### config.mk
export PLATFORM = sky130hd
export DESIGN_NAME = pingpong_play_ctrl
export DESIGN_NICKNAME = d
export VERILOG_FILES = /design/src/rtl/pingpong_play_ctrl_pkg.sv /design/src/rtl/pingpong_play_ctrl_sync_rise_detect.sv /design/src/rtl/pingpong_play_ctrl.sv
export SDC_FILE = /design/constraint.sdc
export NUM_CORES = 1
export LEC_CHECK = 0
export BUFFER_PORTS_ARGS = -buffer_cell sky130_fd_sc_hd__buf_2
export CAP_MARGIN = 10
export CORE_MARGIN = 3
export CORE_UTILIZATION = 61
export CTS_CLUSTER_DIAMETER = 100
export DETAILED_ROUTE_END_ITERATION = 8
export PLACE_DENSITY_LB_ADDON = 0.2
export RECOVER_POWER = 50
export SKIP_LAST_GASP = 1
export SYNTH_ARGS = -nofsm -noshare
export SYNTH_HDL_FRONTEND = slang
export SYNTH_SLANG_ARGS = --single-unit
### constraint.sdc
create_clock -name master_clock -period 3.8 [get_ports master_clock]
set_input_delay 0.19 -clock master_clock [delete_from_list [all_inputs] [get_ports master_clock]]
set_output_delay 0.19 -clock master_clock [all_outputs]
set_load 0.1 [all_outputs]
### src/rtl/pingpong_play_ctrl_pkg.sv
// rtl/pingpong_play_ctrl_pkg.sv - shared encodings and buffer constants for the ping-pong playback controller
package pingpong_play_ctrl_pkg;

    localparam int BUFFER_HALF_WORDS = 256;
    localparam int SAMPLE_BYTES      = 4;
    localparam int BUFFER_SIZE_BYTES = 2 * BUFFER_HALF_WORDS * SAMPLE_BYTES;
    localparam int BUFFER_ADDR_BITS  = $clog2(BUFFER_SIZE_BYTES);

    typedef enum logic [1:0] {
        BUF_EMPTY   = 2'd0,
        BUF_FILLING = 2'd1,
        BUF_FULL    = 2'd2,
        BUF_PLAYING = 2'd3
    } buf_state_t;

    typedef enum logic [2:0] {
        ST_IDLE  = 3'd0,
        ST_PRIME = 3'd1,
        ST_PLAY  = 3'd2,
        ST_LAST  = 3'd3,
        ST_STOP  = 3'd4
    } play_state_t;

endpackage

### src/rtl/pingpong_play_ctrl_sync_rise_detect.sv
// rtl/pingpong_play_ctrl_sync_rise_detect.sv - flop synchronizer plus registered rising-edge pulse for slow async flags
module sync_rise_detect #(
    parameter int SYNC_STAGES = 2
) (
    input  logic clk,
    input  logic reset,
    input  logic async_in,
    output logic rise_pulse
);

    logic [SYNC_STAGES-1:0] sync_q;
    logic                   last_q;

    // Pulse lands SYNC_STAGES+1 cycles after the input is first sampled high.
    always_ff @(posedge clk) begin
        if (reset) begin
            sync_q     <= '0;
            last_q     <= 1'b0;
            rise_pulse <= 1'b0;
        end else begin
            sync_q     <= {sync_q[SYNC_STAGES-2:0], async_in};
            last_q     <= sync_q[SYNC_STAGES-1];
            rise_pulse <= sync_q[SYNC_STAGES-1] & ~last_q;
        end
    end

endmodule

### src/rtl/pingpong_play_ctrl.sv
// rtl/pingpong_play_ctrl.sv - two-half playback buffer sequencer for the I2S transmitter; PLAY_COUNTER_EN adds played_cnt_o
module pingpong_play_ctrl
    import pingpong_play_ctrl_pkg::*;
#(
    parameter int CNT_BITS    = 16,
    parameter int SYNC_STAGES = 2
) (
    input  logic master_clock,
    input  logic reset,
    input  logic play_i,
    input  logic stop_i,
    output logic fill_req_o,
    output logic fill_sel_o,
    input  logic fill_done_i,
    input  logic fill_eof_i,
    input  logic i2s_empty_i,
    output logic i2s_filled_o,
    output logic i2s_run_o,
    output logic playing_o,
    output logic underrun_o,
    output logic done_o
`ifdef PLAY_COUNTER_EN
    ,
    output logic [CNT_BITS-1:0] played_cnt_o
`endif
);

    play_state_t state_q, state_d;
    buf_state_t  buf_q [2];
    buf_state_t  buf_d [2];
    logic        idx_q, idx_d;
    logic        req_q, req_d;
    logic        sel_q, sel_d;
    logic        underrun_q, underrun_d;
    logic        done_q, done_d;
    logic        rel, rel_play, done_ev;

    sync_rise_detect #(.SYNC_STAGES(SYNC_STAGES)) u_empty_sync (
        .clk        (master_clock),
        .reset      (reset),
        .async_in   (i2s_empty_i),
        .rise_pulse (rel)
    );

    always_comb begin
        state_d    = state_q;
        buf_d      = buf_q;
        idx_d      = idx_q;
        req_d      = req_q;
        sel_d      = sel_q;
        underrun_d = underrun_q;
        done_d     = 1'b0;
        rel_play   = 1'b0;
        done_ev    = req_q & fill_done_i;
        case (state_q)
            ST_IDLE: begin
                if (play_i) begin
                    state_d    = ST_PRIME;
                    req_d      = 1'b1;
                    sel_d      = 1'b0;
                    buf_d[0]   = BUF_FILLING;
                    idx_d      = 1'b0;
                    underrun_d = 1'b0;
                end
            end
            ST_PRIME, ST_PLAY, ST_LAST: begin
                if (stop_i) begin
                    state_d = ST_STOP;
                    req_d   = req_q & ~fill_done_i;
                    buf_d   = '{BUF_EMPTY, BUF_EMPTY};
                    idx_d   = 1'b0;
                end else if (state_q == ST_PRIME) begin
                    if (done_ev) begin
                        req_d        = 1'b0;
                        buf_d[sel_q] = BUF_FULL;
                        if (fill_eof_i || sel_q) begin
                            buf_d[0] = BUF_PLAYING;
                            idx_d    = 1'b0;
                            state_d  = fill_eof_i ? ST_LAST : ST_PLAY;
                        end
                    end else if (!req_q && buf_q[1] == BUF_EMPTY) begin
                        req_d    = 1'b1;
                        sel_d    = 1'b1;
                        buf_d[1] = BUF_FILLING;
                    end
                end else begin
                    // Done is applied before rel so a half completed this cycle counts as FULL.
                    if (done_ev) begin
                        req_d        = 1'b0;
                        buf_d[sel_q] = (sel_q == idx_q) ? BUF_PLAYING : BUF_FULL;
                        if (fill_eof_i) state_d = ST_LAST;
                    end
                    if (rel) begin
                        rel_play      = 1'b1;
                        buf_d[idx_q]  = BUF_EMPTY;
                        idx_d         = ~idx_q;
                        if (buf_d[~idx_q] == BUF_FULL) begin
                            buf_d[~idx_q] = BUF_PLAYING;
                        end else if (state_d == ST_PLAY) begin
                            underrun_d = 1'b1;
                        end else begin
                            done_d  = 1'b1;
                            state_d = ST_IDLE;
                            buf_d   = '{BUF_EMPTY, BUF_EMPTY};
                            idx_d   = 1'b0;
                        end
                    end
                    if (state_d == ST_PLAY && !req_q) begin
                        if (buf_d[0] == BUF_EMPTY) begin
                            req_d    = 1'b1;
                            sel_d    = 1'b0;
                            buf_d[0] = BUF_FILLING;
                        end else if (buf_d[1] == BUF_EMPTY) begin
                            req_d    = 1'b1;
                            sel_d    = 1'b1;
                            buf_d[1] = BUF_FILLING;
                        end
                    end
                end
            end
            ST_STOP: begin
                if (!req_q || fill_done_i) begin
                    req_d   = 1'b0;
                    state_d = ST_IDLE;
                end
            end
            default: state_d = ST_IDLE;
        endcase
    end

    always_ff @(posedge master_clock) begin
        if (reset) begin
            state_q    <= ST_IDLE;
            buf_q      <= '{BUF_EMPTY, BUF_EMPTY};
            idx_q      <= 1'b0;
            req_q      <= 1'b0;
            sel_q      <= 1'b0;
            underrun_q <= 1'b0;
            done_q     <= 1'b0;
        end else begin
            state_q    <= state_d;
            buf_q      <= buf_d;
            idx_q      <= idx_d;
            req_q      <= req_d;
            sel_q      <= sel_d;
            underrun_q <= underrun_d;
            done_q     <= done_d;
        end
    end

`ifdef PLAY_COUNTER_EN
    logic [CNT_BITS-1:0] cnt_q;

    always_ff @(posedge master_clock) begin
        if (reset || (state_q == ST_IDLE && play_i)) begin
            cnt_q <= '0;
        end else if (rel_play) begin
            cnt_q <= cnt_q + 1'b1;
        end
    end

    assign played_cnt_o = cnt_q;
`else
    logic unused_cnt_bits;
    assign unused_cnt_bits = ^{CNT_BITS, rel_play};
`endif

    assign i2s_run_o    = (state_q == ST_PLAY) || (state_q == ST_LAST);
    assign playing_o    = i2s_run_o;
    assign i2s_filled_o = i2s_run_o && (buf_q[idx_q] == BUF_PLAYING);
    assign fill_req_o   = req_q;
    assign fill_sel_o   = sel_q;
    assign underrun_o   = underrun_q;
    assign done_o       = done_q;

endmodule

---- After elaboration in Yosys (flattened, before gate mapping) ----
Cells that the tools add are included.
storage, ports and cells
  register bits after elaboration ......... 16
  latch bits .............................. 0
  bits in writable memories ............... 0
  ROM bits ................................ 0
  bits of input ports ..................... 7
  output and inout port bits .............. 7
  logic and storage cells ................. 173
  memories ................................ 0
operators by class
  add/sub/neg operators ................... 0
  multiply operators ...................... 0
  divide/modulo/power cells ............... 0
  $lt $le $gt $ge ......................... 6
  equality and inequality tests ........... 25
  shift operators ......................... 0
  multiplexer cells ....................... 89
  bitwise logic cells ..................... 17
  reduce and logical (&&, ||, !) cells .... 25
operators with widths
  cell                  number
  $mux W4               13
  $mux W3               17
  $mux W2               17
  $mux W1               32
  $reduce_and A7 Y1     2
  $eq A3 B2 Y1 const B  4
  $ne A2 B2 Y1 const B  6
  $ne A4 B4 Y1 const B  3
  $ne A3 B3 Y1 const B  3
  $pmux W3 S3           1
  $ne A4 B3 Y1 const B  2
  $reduce_and A4 Y1     2
  $demux W2 S1          3
  $ge A2 B2 Y1 const B  3
  $logic_and A1 B1 Y1   6
  $logic_not A2 Y1      3
  $lt A2 B1 Y1 const B  3
  $not A1 Y2            3
  $pmux W1 S2           3
  $reduce_or A6 Y1      1
  $ne A5 B5 Y1 const B  1
  $not A1 Y1            5
  $reduce_and A5 Y1     1
  $and A4 B4 Y4         1
  other kinds (22)      27

---- Logic depth before layout (Yosys ltp) ----
Gate-level depths: netlist (run 1).
  word-level depth ........................ 27
  depth in mapped cells ................... 7
  gate-level depth less buffers ........... 5

---- By module ----
A second synthesis (run 1) with hierarchy kept.
unflattened totals
  cell total of the unflattened synthesis .. 153
  area, all modules ....................... 1292.5 µm²
modules (own cells, without submodules)
  module              times used  cells an instance  area an instance (µm²)  seq. area each (µm²)
  pingpong_play_ctrl  1           145                1181.1                  240.2
  sync_rise_detect    1           8                  111.4                   80.1

---- Worst setup path before layout (run 1) ----
OpenSTA, ideal clock, no wires.
  path kind ............................... register to register
  start point ............................. register sel_q (netlist: fill_sel_o)
  end point ............................... register sel_q (netlist: fill_sel_o)
  setup time .............................. 0.121 ns
  arrival ................................. 2.248 ns
  data required time ...................... 3.679 ns
  slack ................................... 1.431 ns
  cell stages (with the launch flop) ...... 7
  path buffers ............................ 1
  period minus slack after synthesis ...... 2.369 ns
  cells stage by stage .................... dfxtp_1 buf_6 and3b_4 or3_4 o211a_1 o211a_1 mux2_2
between the ends
  cells in the longest elaborated chain, start to end .. 26
  elaborated cells between the ends (all ways) .. 42
  classes of those cells .................. order compare (2); eq/ne (5); mux (27); bitwise (3); reduce/logical (5)
RTL lines
  item                                                                       RTL line                   source
  from (decl)                                                                pingpong_play_ctrl.sv:33   logic sel_q, sel_d;
  from (signal assigned)                                                     pingpong_play_ctrl.sv:145  sel_q <= sel_d;
  $not A1 Y2                                                                 pingpong_play_ctrl.sv:90   buf_d[sel_q] = (sel_q == idx_q) ? BUF_PLAYING : BUF_FULL;
  $ge A2 B2 Y1 (implied by the code) / $lt A2 B1 Y1 (equally long branches)  pingpong_play_ctrl.sv:90
  $logic_and A1 B1 Y1 (implied by the code)                                  pingpong_play_ctrl.sv:90
  $mux W2                                                                    pingpong_play_ctrl.sv:90
  $demux W2 S1                                                               pingpong_play_ctrl.sv:90
  $bwmux W4 *                                                                pingpong_play_ctrl.sv:90
  $mux W4 *                                                                  pingpong_play_ctrl.sv:88   if (done_ev) begin
  $mux W4 *                                                                  pingpong_play_ctrl.sv:72   end else if (state_q == ST_PRIME) begin
  [10 not listed]                                                            --
  $mux W4                                                                    pingpong_play_ctrl.sv:67   if (stop_i) begin
  $mux W4                                                                    pingpong_play_ctrl.sv:55   case (state_q)
  $logic_not A2 Y1                                                           pingpong_play_ctrl.sv:109  if (buf_d[0] == BUF_EMPTY) begin
  $mux W1                                                                    pingpong_play_ctrl.sv:109
  $mux W1                                                                    pingpong_play_ctrl.sv:108  if (state_d == ST_PLAY && !req_q) begin
  $mux W1                                                                    pingpong_play_ctrl.sv:72
  $mux W1                                                                    pingpong_play_ctrl.sv:67
  $pmux W1 S2                                                                pingpong_play_ctrl.sv:55
Mark *: on every way between the ends. The rest lies on a longest branch, timed or not. The select of a mux whose other input is x is not followed.
A chain may end at the register's enable or synchronous reset.

---- Final worst setup path (run 1) ----
  start point ............................. register req_q (netlist: fill_req_o)
  end point ............................... output port fill_req_o
RTL lines
  item                    RTL line                   source
  from (decl)             pingpong_play_ctrl.sv:32   logic req_q, req_d;
  from (signal assigned)  pingpong_play_ctrl.sv:144  req_q <= req_d;
  to (decl)               pingpong_play_ctrl.sv:12   output logic fill_req_o,
No word-level cell between the ends.

==> flow_metrics.tcl, run 1 <==
set metrics [dict create \
    status "finished, final reports clean" \
    crit_path_cell_trace "clkbuf_1" \
    die_y_um 50.8 \
    holdWs_ns 0.155 \
    critPathArrivalTime_ns 1.97 \
    hold_viol_final 0 \
    max_cap_violations 0 \
    cts_max_path_buffers 2 \
    syn_avg_cell_area_um2 7.74 \
    ios 14 \
    reg2reg_to "buf_q[0]" \
    grt_pass1_wl_um 5840 \
    netlist.area_leader.share_pct 26.2 \
    switchingPower_uw 191 \
    numPortBuffers 13 \
    area_growth_pct 1.74 \
    max_freq_mhz 464 \
    final_nets 168 \
    hpwl_um 2440 \
    ant_nets 0 \
    p_total_uw 463 \
    synth.distinct_cells 52 \
    vias 1342 \
    finalSetupViolCount 0 \
    crit_path_top_delay_cell "clkbuf_1" \
    critPathLaunch "fill_req_o" \
    synth.yosys.seq_area_share_pct 26.2 \
    top_usage_layer "met2" \
    grt_use_total_pct 29.7 \
    post-place-cells 181 \
    comb_power_share_pct 35.0 \
    core_area_mm2 0.00180 \
    clockRootBuffer "clkbuf_4" \
    timing.final.max_slew_violations 0 \
    reg2reg_depth 5 \
    slew_headroom_pct 22.7 \
    cts_tree "yes" \
    fin_crit_ns 2.16 \
    via_per_inst 7.29 \
    wire_per_inst_um 18.5 \
    antenna_found_initial 0 \
    swShare_pct 41.2 \
    grt_use_met2_pct 44.8 \
    synth_area_leader_cell "dfxtp_1" \
    cts_setup_buffers 0 \
    ys_top_cells_by_area "dfxtp_1 (26%), nor2b_1 (4.1%), o21ai_0 (4.1%)" \
    r2r-start "state_q[1]" \
    crit_family "buffers and inverters" \
    tns_ns 0 \
    peakVddDrop_uv 307 \
    r2r_slack_ns 1.68 \
    num_rows 15 \
    critPathMaxFanout 20 \
    drtIter0Drc 102 \
    seqPwrFrac_pct 45.5 \
    total_leakage_power_nw 0.439 \
    grt_max_degree 21 \
    cpPeakStageDelay_ns 0.92 \
    power.density_mw_per_mm2 372 \
    synth-seq-cells 16 \
    netlist_top_cells_count "dfxtp_1 (16), nand2_1 (11), nor2_1 (10), o21ai_0 (10), a21oi_1 (9)" \
    cp_num_cells 1 \
    path_buf_inv 1 \
    cts_buffers 3 \
    crit_required_ns 3.61 \
    rsz0062_at_grt "no" \
    dr.pass1.iters 7 \
    cts_resized 0 \
    overflow 0 \
    synthCells 158 \
    die_w_um 50.8 \
    min_path_type "input pin to flop" \
    die_area_mm2 0.00258 \
    clock-sinks 16 \
    grt_use_met3_pct 5.34 \
    period_share_pct 56.7 \
    grt_pass1_vias 1200 \
    h-tree-depth 1 \
    insertedDiodeCount 0 \
    synth_nets 165 \
    fin_skew_ns 0.00553 \
    globalplace.congestion 0.942 \
    layout-drive-gt1-share_pct 11.3 \
    end_kind "output port" \
    internal_power_uw 272 \
    synth-async-reset-ratio_pct 0 \
    instances_no_fill 184 \
    crit_end "fill_req_o" \
    synth_edf_count 0 \
    clkPwrFrac_pct 19.5 \
    drc 0 \
    synth_most_common_cell "dfxtp_1" \
    start_util_pct 67.9 \
    totalWireLength_um 3410 \
    gr-usage-met1_pct 40.1 \
    worstSkewPairLatency_ns 0.29 \
    worstMarginPinSlew_ns 1.16 \
    criticalPathCategory "flop to output port" \
    start_kind "flop" \
    ys.flop_type "dfxtp_1" \
    hold_buffers 0 \
    path_clk_slew_ns 0.09 \
    syn_area_mm2 0.00122 \
    ys.warnings.count 0 \
]
==> state kept, by name, summed over array words and instances (netlist names) <==
register / flops
buf_q: 4
state_q: 3
u_empty_sync.sync_q: 2
done_o: 1
fill_req_o: 1
fill_sel_o: 1
idx_q: 1
u_empty_sync.last_q: 1
u_empty_sync.rise_pulse: 1
underrun_o: 1
==> metal layers <==
metal | up-vias | part of all wire [%]
met1 | 610 | 40
met4 | 0 | 3.7
met5 | - | 0
met3 | 21 | 13
met2 | 103 | 44
li1 | 608 | -
==> kinds of logic (layout without fill, tap and decap cells) <==
logic type / after synthesis / count (layout) / synth area share (%)
and+or+nand+nor: 66 / 66 / 31.0
AOI/OAI and AO/OA: 52 / 52 / 31.2
buffers and inverters: 20 / 21 / 8.38
DFF: 16 / 16 / 26.2
muxes: 3 / 3 / 2.56
xor gates and xnor gates: 1 / 1 / 0.716
==> through the flow <==
stage	worst slack (ns)	area (µm²)	utilization (%)
final	1.64	1240	69.1
after global routing	1.55	1240	69.1
after CTS	1.73	1260	69.9
after detailed placement	1.77	1240	68.6
after global placement	1.77	1240	68.6
after floorplan	1.43	1220	-
==> power groups by stage <==
stage / registers [mW] / clock network (mW) / logic (mW)
finish: 0.210 / 0.0903 / 0.162
global route: 0.214 / 0.0961 / 0.176
global placement: 0.212 / 0 / 0.158
detailed placement: 0.213 / 0 / 0.160
floorplan: 0.210 / 0 / 0.132
CTS: 0.209 / 0.0923 / 0.161
==> cells in the final DEF (no fill, tap or decap), types with 2 or more instances in the layout <==
cell type	instances
nand3_1	8
mux2i_1	2
nor3_1	4
nor2b_1	8
dfxtp_1	16
a211oi_1	6
a21oi_1	9
a31oi_1	4
and3_1	3
inv_1	5
o21a_1	2
o211a_1	2
nor4b_1	2
nor4_1	4
nand2b_1	4
buf_2	8
nand3b_1	3
clkbuf_1	5
clkbuf_4	3
nor2_1	11
nand2_1	11
o21ai_0	10
o221ai_1	3
==> cell type report <==
cell class	count	area, µm²
clock buffer	3	22.5
fill	184	557
inverter	5	18.8
multi-input combinational	122	793
sequential	16	320
tap	25	31.3
timing repair buffer	13	58.8
==> worst min-delay path by stage <==
stage,startpoint,to,cells after the start
4_1_cts,i2s_empty_i,u_empty_sync.sync_q[0],2
2_1_floorplan,reset,u_empty_sync.last_q,1
3_5_place_dp,u_empty_sync.last_q,u_empty_sync.rise_pulse,1
6_report,i2s_empty_i,u_empty_sync.sync_q[0],2
3_3_place_gp,u_empty_sync.last_q,u_empty_sync.rise_pulse,1
5_1_grt,i2s_empty_i,u_empty_sync.sync_q[0],2
Power figures use the tool's default switching activity.
==> run 2, diff against run 1 <==
- ABC_AREA: not set -> 1
- CORE_UTILIZATION: 61 -> 56
- clock period: 3.8 -> 2.08 ns (I/O delays scaled with it)
==> flow_metrics.tcl, run 2 <==
set metrics [dict create \
    largest_reg_flops 4 \
    mostFrequentLayoutCell "nand2_1" \
    crit_top_cell "nand2_1" \
    via_per_inst 5.54 \
    worstSkewPairLatency_ns 0.30 \
    netlist_top_cells_count "nand2_1 (36), nor2_1 (23), inv_1 (21)" \
    timing.final.max_slew_violations 0 \
    antenna_found_initial 0 \
    cts_setup_buffers 0 \
    slew_headroom_pct 22.0 \
    fin_crit_ns 1.82 \
    holdWs_ns 0.0126 \
    critPathArrivalTime_ns 1.99 \
    synth_edf_count 0 \
    finalSetupViolCount 0 \
    syn_avg_cell_area_um2 6.49 \
    status "finished, final reports clean" \
    wire_per_inst_um 12.5 \
    crit_required_ns 2.25 \
    die_y_um 51.2 \
    core_area_mm2 0.00182 \
    layout-drive-gt1-share_pct 22.2 \
    synth_most_common_cell "nand2_1" \
    hold_viol_final 0 \
    worstMarginPinSlew_ns 1.17 \
    crit_path_cell_trace "nand3_2 > nand2_2 > nand3_2 > nand2_2 > nand2_2 > nand2_1 > nand3_2 > nand2_1 > nand2_1 > nand2_1 > nand2_1 > nand2_1 > nand2_1 > nand2_1 > a21oi_1" \
    power.density_mw_per_mm2 916 \
    synth_area_leader_cell "dfxtp_1" \
    cts_buffers 3 \
    ys.flop_type "dfxtp_1" \
    h-tree-depth 1 \
    grt_use_total_pct 23.1 \
    grt_use_met3_pct 3.79 \
    die_area_mm2 0.00262 \
    critPathMaxFanout 9 \
    die_w_um 51.2 \
    path_clk_slew_ns 0.10 \
    rsz0062_at_grt "no" \
    synth_nets 183 \
    vias 1185 \
    grt_pass1_vias 1075 \
    drtIter0Drc 37 \
    grt_use_met2_pct 37.8 \
    period_share_pct 87.3 \
    tns_ns 0 \
    totalWireLength_um 2680 \
    synthCells 176 \
    dr.pass1.iters 5 \
    start_kind "flop" \
    clockRootBuffer "clkbuf_4" \
    ant_nets 0 \
    criticalPathCategory "flop to flop" \
    min_path_cells 3 \
    top_regs "buf_q (4), state_q (3), u_empty_sync.sync_q (2)" \
    ys.warnings.count 0 \
    insertedDiodeCount 0 \
    clock-sinks 16 \
    ios 14 \
    synth-seq-cells 16 \
    top_usage_layer "met2" \
    area_growth_pct 8.54 \
    cpPeakStageDelay_ns 0.45 \
    drc 0 \
    max_flop_register "buf_q" \
    hpwl_um 2080 \
    hold_buffers 0 \
    reg2reg_depth 15 \
    cts_max_path_buffers 2 \
    max_cap_violations 0 \
    ys_top_cells_by_area "dfxtp_1 (28%), nand2_1 (12%), nor2_1 (7.6%)" \
    num_rows 15 \
    peakVddDrop_uv 600 \
    synth.distinct_cells 29 \
    crit_path_top_delay_cell "dfxtp_2" \
    fin_skew_ns 0.0141 \
    grt_max_degree 16 \
    syn_area_mm2 0.00114 \
    netlist.area_leader.share_pct 28.0 \
    overflow 0 \
    total_leakage_power_nw 0.569 \
    synth-async-reset-ratio_pct 0 \
    min_path_type "input pin to flop" \
    grt_pass1_wl_um 4550 \
    start_util_pct 62.7 \
    end_kind "flop" \
    final_cell_mix "nand2_1 (36), nor2_1 (23), inv_1 (21)" \
    max_freq_mhz 551 \
    cts_tree "yes" \
    fillers 180 \
    numPortBuffers 13 \
    globalplace.congestion 0.934 \
    synth.yosys.seq_area_share_pct 28.0 \
    cts_resized 0 \
    gr-usage-met1_pct 27.9 \
    final_nets 197 \
]
run 2: kinds of logic (layout without fill, tap and decap cells):
logic type	Yosys count	in the layout	share of synthesized area (%)
compound gates	31	31	15.9
buf+inv	31	44	12.7
flops	16	16	28.0
simple gates	98	98	43.4
run 2: worst paths after layout:
path / startpoint / end / slack (ns)
worst max-delay path: fill_req_o / fill_req_o / 0.26
worst min register to register: u_empty_sync.last_q / u_empty_sync.rise_pulse / 0.39
worst max register to register: fill_req_o / fill_req_o / 0.26
worst min-delay path: i2s_empty_i / u_empty_sync.sync_q[0] / 0.01
run 2: stage by stage:
step / area (µm²) / power, mW / setup WS [ns] / util (%) / instances
detailed placement: 1210 / 0.927 / 0.318 / 66.5 / 210
global route: 1240 / 1.20 / 0.0837 / 68.1 / 214
floorplan: 1150 / 0.833 / 0.0167 / - / 176
global placement: 1210 / 0.922 / 0.379 / 66.5 / 210
CTS: 1250 / 1.14 / 0.307 / 68.5 / 214
finish: 1240 / 1.14 / 0.265 / 68.1 / 214
run 2: report_power, final:
part	total [mW]	leakage (nW)	internal [mW]	switching, mW
Clock	0.212	0.0210	0.107	0.105
Combinational	0.534	0.416	0.145	0.389
Sequential	0.390	0.132	0.344	0.0456
Total	1.14	0.569	0.596	0.540
run 2: final cells by class:
| class | instances | area (µm²) | area share (%) |
|---|---|---|---|
| clock buffer | 4 | 36.3 | 2.93 |
| inverter | 26 | 97.6 | 7.87 |
| timing repair buffer | 14 | 66.3 | 5.35 |
| sequential | 16 | 323 | 26.0 |
| multi-input combinational | 129 | 686 | 55.3 |
| tap | 25 | 31.3 | 2.52 |
run 2: metal layers:
layer	share of wire, %	wire (µm)
met5	0	0
met2	45	1190
met1	46	1220
met3	6.6	176
met4	3.1	84
run 2: worst max-delay path: cells and delay by family, from the launching register on:
family | cells | cell delay (ns)
AOI/OAI and AO/OA | 1 | 0.05
and+or+nand+nor | 14 | 1.18
DFF | 1 | 0.45
==> run 3, diff against run 2 <==
- CORE_ASPECT_RATIO: not set -> 1.2
==> flow_metrics.tcl, run 3 (synthesized netlist as in run 2, its figures left out) <==
set metrics [dict create \
    status "finished, final reports clean" \
    start_util_pct 60.3 \
    grt_pass1_wl_um 4490 \
    peakVddDrop_uv 722 \
    core_area_mm2 0.00189 \
    max_flop_register "buf_q" \
    globalplace.congestion 0.962 \
    drtIter0Drc 29 \
    rsz0062_at_grt "no" \
    multiInputGateArea_um2 683 \
    routed-wl-met2_um 1290 \
    fin_crit_ns 1.84 \
    fillers 182 \
    crit_family "simple AND/OR/NAND/NOR gates" \
    tns_ns 0 \
    cts_buffers 3 \
    power.density_mw_per_mm2 888 \
    overflow 0 \
    wl_met3_um 191 \
    crit_top_cell "nand2_1" \
    hpwl_um 2110 \
    cts_tree "yes" \
    detailedPlace.worstSlack_ns 0.271 \
    totalWireLength_um 2720 \
    r2r_slack_ns 0.24 \
    area_growth_pct 7.45 \
    worst_slack_ns 0.239 \
    drc 0 \
    clockRootBuffer "clkbuf_4" \
    finalSetupViolCount 0 \
    grt_pass1_vias 1033 \
    start_kind "flop" \
    critPathArrivalTime_ns 2.04 \
    mostFrequentLayoutCell "nand2_1" \
    top_layer "met4" \
    crit_path_top_delay_cell "dfxtp_2" \
    final_nets 198 \
    wire_per_inst_um 13.1 \
    top_regs "buf_q (4), state_q (3), u_empty_sync.sync_q (2)" \
    cts_max_path_buffers 2 \
    holdWs_ns 0.160 \
    antenna_found_initial 0 \
    insertedDiodeCount 0 \
    ios 14 \
    min_path_cells 2 \
    hold_viol_final 0 \
    via_per_inst 5.77 \
    max_cap_violations 0 \
    r2r-start "fill_req_o" \
    vias 1201 \
    hp-start "reset" \
    worstMarginPinSlew_ns 1.17 \
    total_leakage_power_nw 0.569 \
    reg2reg_to "fill_sel_o" \
    holdPathEnd "u_empty_sync.sync_q[0]" \
    ant_nets 0 \
    largest_reg_flops 4 \
    numPortBuffers 13 \
    fin_skew_ns 0.00293 \
    timing.final.max_slew_violations 0 \
    die_y_um 55.5 \
    dr.pass1.iters 5 \
    end_kind "flop" \
    reg2reg_depth 15 \
    p_total_mw 1.09 \
    post_dp_cell_area_mm2 0.00120 \
    period_share_pct 88.5 \
    max_freq_mhz 543 \
    route.layer.met1.wl_um 1190 \
    layout-drive-gt1-share_pct 21.2 \
    die_w_um 47.2 \
    clock-sinks 16 \
    final_cell_mix "nand2_1 (37), nor2_1 (23), inv_1 (22)" \
    cp_num_cells 15 \
    die_area_mm2 0.00262 \
    min_path_type "input pin to flop" \
    fin_area_mm2 0.00123 \
    ff_latch_area_um2 323 \
    crit_required_ns 2.27 \
    slew_headroom_pct 22.4 \
    critPathMaxFanout 9 \
    h-tree-depth 1 \
    grt_use_total_pct 23.3 \
    path_clk_slew_ns 0.09 \
    worstSkewPairLatency_ns 0.29 \
    grt_max_degree 16 \
    criticalPathCategory "flop to flop" \
    path_buf_inv 0 \
    cpPeakStageDelay_ns 0.46 \
    crit_path_cell_trace "nand3_2 > nand2_2 > nand3_2 > nand2_2 > nand2_2 > nand2_1 > nand3_1 > nand2_1 > nand2_1 > nand2_1 > nand2_1 > nand3_2 > nand2_1 > nand2_1 > nor2_1" \
    num_rows 17 \
]
==> run 3: cell count changes in the layout (fill, tap and decap cells not counted), sizes merged <==
cell	before	now
clkbuf	11	8
buf	7	9
dlygate4sd3	0	1
==> run 3: how the worst max path moves through the flow <==
stage	startpoint	end	slack, ns
after floorplan	state_q[1]	fill_sel_o	0.02
after global placement	fill_req_o	fill_sel_o	0.30
after detailed placement	fill_req_o	fill_sel_o	0.27
after CTS	fill_req_o	fill_sel_o	0.25
after global routing	state_q[1]	idx_q	0.06
final	fill_req_o	fill_sel_o	0.24
==> run 3: power breakdown <==
part | leakage [nW] | switching, mW | total [mW] | internal, mW
clock network | 0.0138 | 0.0987 | 0.166 | 0.0675
registers | 0.132 | 0.0478 | 0.392 | 0.344
logic | 0.424 | 0.386 | 0.532 | 0.146
total | 0.569 | 0.533 | 1.09 | 0.557
==> run 3: stage by stage <==
stage | util (%) | std cells
after floorplan | - | 176
after global placement | 63.5 | 204
after detailed placement | 63.5 | 204
after CTS | 65.2 | 208
after global routing | 64.8 | 208
final | 64.8 | 208
==> run 3: final cells by class <==
class	count	share of cell area, %
multi-input combinational	129	55.7
clock buffer	3	1.83
tap	19	1.94
sequential	16	26.3
inverter	26	7.95
timing repair buffer	15	6.32
==> run 3: routing by layer <==
layer	up-vias	GRT usage, %
met5	-	0
met4	0	8.70
met3	5	4.89
met2	50	34.5
met1	538	32.1
li1	608	-
==> run 3: repair_timing <==
action | 4_1_cts | 5_1_grt
hold buffers | 1 | 0
setup endpoints to repair | 0 | 0
endpoints found under the hold margin | 1 | 0
buffers inserted | 0 | 0
gates resized for setup | 0 | 0
